File: src/rtl/view_config_ctrl.sv
// view_config_ctrl: rate-limited camera/view parameter stepping with per-frame commit in vertical blanking
module view_config_ctrl #(
    parameter int REPEAT_TICKS = 100000,
    parameter int FAR_RESET    = 17,
    parameter int NEAR_RESET   = 0,
    parameter int MAG_MAX      = 255,
    parameter int FRAME_LINE   = 720
) (
    input  logic        pixel_clk_in,
    input  logic        rst_in,
    input  logic [10:0] hcount_in,
    input  logic [9:0]  vcount_in,
    input  logic [5:0]  btn_in,
    input  logic [15:0] ballx_in,
    input  logic [15:0] bally_in,
    output logic [15:0] angle_out,
    output logic [15:0] far_mag_out,
    output logic [15:0] near_mag_out,
    output logic [15:0] ballx_out,
    output logic [15:0] bally_out,
    output logic        frame_update_out
);
    logic [2:0]  step;
    logic [15:0] angle, far_mag, near_mag, far_c, near_c, far_nx, near_nx, angle_nx;
    logic        commit;
    assign commit = hcount_in == 11'd0 && vcount_in == 10'(FRAME_LINE);
    for (genvar g = 0; g < 3; g++) begin : g_grp
        logic [31:0] cnt;
        logic        one;
        assign one     = btn_in[2*g] ^ btn_in[2*g+1];
        assign step[g] = one && (cnt == 32'd0 || cnt == 32'(REPEAT_TICKS));
        always_ff @(posedge pixel_clk_in)
            if (rst_in || !one) cnt <= '0;
            else cnt <= step[g] ? 32'd1 : cnt + 32'd1;
    end
    // near is dropped when its candidate would cross the far candidate
    always_comb begin
        far_c    = (step[0] && btn_in[0] && far_mag < 16'(MAG_MAX)) ? far_mag + 16'd1 :
                   (step[0] && btn_in[1] && far_mag > near_mag)     ? far_mag - 16'd1 : far_mag;
        near_c   = (step[1] && btn_in[2] && near_mag < far_mag) ? near_mag + 16'd1 :
                   (step[1] && btn_in[3] && near_mag > 16'd0)   ? near_mag - 16'd1 : near_mag;
        far_nx   = far_c;
        near_nx  = near_c > far_c ? near_mag : near_c;
        angle_nx = (step[2] && btn_in[4]) ? (angle == 16'd359 ? 16'd0 : angle + 16'd1) :
                   (step[2] && btn_in[5]) ? (angle == 16'd0 ? 16'd359 : angle - 16'd1) : angle;
    end
    always_ff @(posedge pixel_clk_in) begin
        if (rst_in) begin
            angle            <= '0;
            far_mag          <= 16'(FAR_RESET);
            near_mag         <= 16'(NEAR_RESET);
            angle_out        <= '0;
            far_mag_out      <= 16'(FAR_RESET);
            near_mag_out     <= 16'(NEAR_RESET);
            ballx_out        <= '0;
            bally_out        <= '0;
            frame_update_out <= 1'b0;
        end else begin
            angle            <= angle_nx;
            far_mag          <= far_nx;
            near_mag         <= near_nx;
            frame_update_out <= commit;
            if (commit) begin
                angle_out    <= angle_nx;
                far_mag_out  <= far_nx;
                near_mag_out <= near_nx;
                ballx_out    <= ballx_in;
                bally_out    <= bally_in;
            end
        end
    end
endmodule
File: config.mk
export PLATFORM = sky130hd
export DESIGN_NAME = view_config_ctrl
export DESIGN_NICKNAME = d
export VERILOG_FILES = /design/src/rtl/view_config_ctrl.sv
export SDC_FILE = /design/constraint.sdc
export NUM_CORES = 1
export LEC_CHECK = 0
export BUFFER_PORTS_ARGS = -buffer_cell sky130_fd_sc_hd__buf_4
export CORE_MARGIN = 4
export CORE_UTILIZATION = 63
export DETAILED_ROUTE_END_ITERATION = 8
export PLACE_DENSITY = 0.95
export SLEW_MARGIN = 20
export SYNTH_ARGS = -nofsm -noshare
export SYNTH_HDL_FRONTEND = slang
export SYNTH_SLANG_ARGS = --single-unit
File: constraint.sdc
create_clock -name pixel_clk_in -period 8 [get_ports pixel_clk_in]
set_clock_uncertainty 0.1 [all_clocks]
set_input_delay 1.6 -clock pixel_clk_in [delete_from_list [all_inputs] [get_ports pixel_clk_in]]
set_output_delay 1.6 -clock pixel_clk_in [all_outputs]
set_load 0.02 [all_outputs]
==> metrics.md <==
| Metric | Value |
|---|---|
| Post-DRT Antenna Nets | `0` |
| XOR/XNOR Fraction of Synth Area | `under 10%` |
| Comb pwr share | `30.8%` |
| Unrepaired setup endpoints after global routing | `false` |
| Die width | `144 µm` |
| Period utilization | `a little over two thirds` |
| Sequential power share | `a little over a third` |
| Vias | `about 11000` |
| Dpl cell area | `about 13000 µm²` |
| Critical Path Sink Type | `flip-flop` |
| Worst-margin pin slew | `a little under 1 ns` |
| Initial DRC count | `between 700 and 800` |
| Count leader, synth | `dfxtp_1` |
| Min-delay src | `bally_out[15]` |
| Reg2reg end | `near_mag[6]` |
| Yosys cell types | `70` |
| ANT cells | `0` |
| Clock-pin slew on the worst setup and hold paths | `~0.060 ns` |
| DRC | `0` |
| Max-cap violations | `0` |
| Yosys warning total | `0` |
| Area leader, netlist | `dfxtp_1` |
| Largest net degree at the start of global routing | `84` |
| CTS tree | `yes` |
| Cells after DPL | `about 1700` |
| Synth Area in Adders | `around 4.9%` |
| Clk root buf | `clkbuf_16` |
| Pleak | `between 5 and 6 nW` |
| Vias per inst | `just over 6` |
| CTS buffer count | `24` |
| Critical path class | `input port to flip-flop` |
| Setup violators final | `0` |
| Ys flop type | `dfxtp_1` |
| Buffer count from post-CTS setup fixing | `0` |
| Row count | `49` |
| Hold Fails Final Rpt | `0` |
| Cts-stage hold buffer count | `0` |
| Post-synthesis mux area share | `0.539%` |
| Cell area after layout | `13600 µm²` |
| Avg Inst Size Synth | `a little over 8 µm²` |
| Reg-to-reg startpoint | `g_grp[1].cnt[15]` |
| Setup TNS | `0 ns` |
| Synth Instances | `~1400` |
| Die ar. | `a little over 20000 µm²` |
| Top cell type's share of synthesized area | `roughly two fifths` |
| Routed Wire Length | `30.6 mm` |
| Post-detail-place hpwl | `~21 mm` |
| Clock share of power | `around a third` |
| Fin. max-slew vios | `0` |
| Vias in the first global route | `between 10000 and 15000` |
| Core area | `roughly 18000 µm²` |
| DRT Pass-1 Iters | `6` |
| Worst reg-to-reg path cell count | `15` |
| Die Y-Extent | `around 140 µm` |
| CTS Sinks | `225` |
| Yosys reg bits | `around 230` |
| Min cycle time layout | `about 5.6 ns` |
| Drt wl/cell | `between 15 and 20 µm` |
| Post-synthesis compound-gate area fraction | `between 10% and 20%` |
| PnR Total Power | `3.47 mW` |
| Largest cells by area after synthesis | `dfxtp_1 (39%), nor2_1 (6.9%), xor2_1 (5.4%)` |
| Initial antenna violation count | `0` |
| Reg2reg setup slack | `approximately 2.9 ns` |
| Sequential-to-total area share from yosys stat | `around two fifths` |
| Power per Cell Area | `between 200 and 300 nW/µm²` |
| Switching pwr | `1.21 mW` |
| Layout area overhead | `17.1%` |
| Internal Power | `2.26 mW` |
| Hold depth | `2` |
| Syn Nets | `approximately 1500` |
| Total grt overflow | `0` |
| Slew headroom | `33.8%` |
| Arrival @ worst endpoint | `5.91 ns` |
| Maximum clock frequency | `0.178 GHz` |
| Outcome | `finished clean` |
| IO Count | `about 140` |
| Simple-Gate Fraction of Synth Area | `between 20% and 30%` |
| CP required | `slightly above 8 ns` |
| Fraction of layout cells with a size suffix above 1 | `between 10 and 15%` |
| Peak supply drop | `just under 300 µV` |
| Latest clock arrival within the worst-skew pair | `between 0.5 and 0.6 ns` |
| Nets | `between 1500 and 2000` |
| Ys async rst share | `0%` |
| First-pass GRT wire length | `just under 50 mm` |
| RD Place Congestion | `roughly 1` |
| Final Non-Filler Cells | `around 1800` |
| Initial Util | `64.4%` |
| Clk buf depth | `3` |
| PostCTS Resize Cnt | `0` |
| Synthesized area | `~12000 µm²` |
| Crit path max fanout | `23` |
| Startpoint Class | `input port` |
| Largest family of logic cells by synthesized area | `simple AND/OR/NAND/NOR gates` |
| H-tree depth | `1` |
| Hold endpoint | `bally_out[15]` |
| Hold Path Class | `flip-flop to flip-flop` |
| EDFF count, synth | `0` |
| Switching share of total power | `34.9%` |
| GRT Util Overall | `between 20% and 30%` |
| IO Port Bufs | `around 140` |
| Commonest cells in the netlist | `dfxtp_1 (225), nor2_1 (212), nand2_1 (153)` |
[power by group through the flow]
| stage | logic [mW] | clock network, mW | registers, mW |
|---|---|---|---|
| global placement | 0.978 | 0 | 1.25 |
| floorplan | 0.786 | 0 | 1.20 |
| CTS | 1.03 | 1.18 | 1.23 |
| detailed placement | 1.01 | 0 | 1.25 |
| finish | 1.07 | 1.17 | 1.23 |
| global route | 1.16 | 1.23 | 1.23 |
[stage by stage]
step / util, % / hold slack (ns) / worst slack [ns]
after floorplan: - / 0.358 / 2.73
after global placement: 70.7 / 0.339 / 2.16
after detailed placement: 70.7 / 0.346 / 1.97
after CTS: 75.4 / 0.354 / 2.49
after global routing: 75.4 / 0.373 / 2.00
final: 75.4 / 0.353 / 2.39
[worst max path at each step]
stage	start	endpoint	slack, ns	cells after the start
6_report	btn_in[3]	near_mag[6]	2.39	16
5_1_grt	btn_in[0]	near_mag[14]	2.00	16
4_1_cts	btn_in[3]	near_mag[14]	2.49	16
3_5_place_dp	btn_in[3]	near_mag[14]	1.97	16
3_3_place_gp	btn_in[3]	near_mag[6]	2.16	16
2_1_floorplan	btn_in[0]	near_mag_out[12]	2.73	16
[sequential cells by signal, indices dropped and copies added, names as in the netlist]
signal,flops
angle,16
angle_out,16
ballx_out,16
bally_out,16
far_mag,16
far_mag_out,16
frame_update_out,1
g_grp.cnt,96
near_mag,16
near_mag_out,16
[worst max-delay path, cell delays in order]
cell	delay, ns
buf_4	0.14
xnor2_1	0.14
nand4b_1	0.29
nor3_2	0.62
nand3_2	0.33
o32ai_2	0.50
xor2_1	0.13
ha_1	0.32
o21ai_0	0.10
a211o_1	0.30
a32o_1	0.21
a221oi_2	0.24
buf_4	0.32
inv_1	0.21
nand2_1	0.13
mux2_1	0.31
[routing by layer]
| metal | vias to the layer above | wire length, µm | GRT usage (%) |
|---|---|---|---|
| li1 | 5238 | - | - |
| met3 | 112 | 2330 | 5.46 |
| met2 | 479 | 15100 | 49.0 |
| met1 | 5110 | 11900 | 34.9 |
| met5 | - | 0 | 0 |
| met4 | 0 | 1240 | 12.5 |
[cell type report]
cell class / instances / area (µm²)
clock buffer: 33 / 706
clock inverter: 11 / 141
fill: 1199 / 4440
inverter: 51 / 191
multi-input combinational: 1079 / 6640
sequential: 225 / 4500
tap: 229 / 287
timing repair buffer: 149 / 1120
[kinds of logic (layout without fill, tap and decap cells)]
kind of cell	Yosys count	count (layout)
simple gates	691	691
flops	225	225
compound gates	208	208
xor+xnor	129	129
buf+inv	124	244
fa+ha+maj	45	45
mux	6	6
[cell usage in the layout, fill, tap and decap left out, drive strengths merged, types with 7 or more instances in the layout]
cell / netlist / routed
ha: 45 / 45
dfxtp: 225 / 225
buf: 13 / 149
a31oi: 8 / 8
nand2b: 8 / 8
and3: 29 / 29
nor4b: 12 / 12
or4: 10 / 10
nand3: 61 / 61
and2: 12 / 12
nand4: 57 / 57
nand2: 153 / 153
or3: 25 / 25
clkbuf: 60 / 33
a221o: 7 / 7
inv: 51 / 51
o21ai: 37 / 37
o211ai: 7 / 7
nor3: 37 / 37
and4: 11 / 11
nand3b: 11 / 11
or2: 8 / 8
nor2: 212 / 212
nor4: 29 / 29
xnor2: 57 / 57
a21oi: 71 / 71
a211oi: 30 / 30
xor2: 72 / 72
Note: power is estimated with default switching activity, not from simulation.
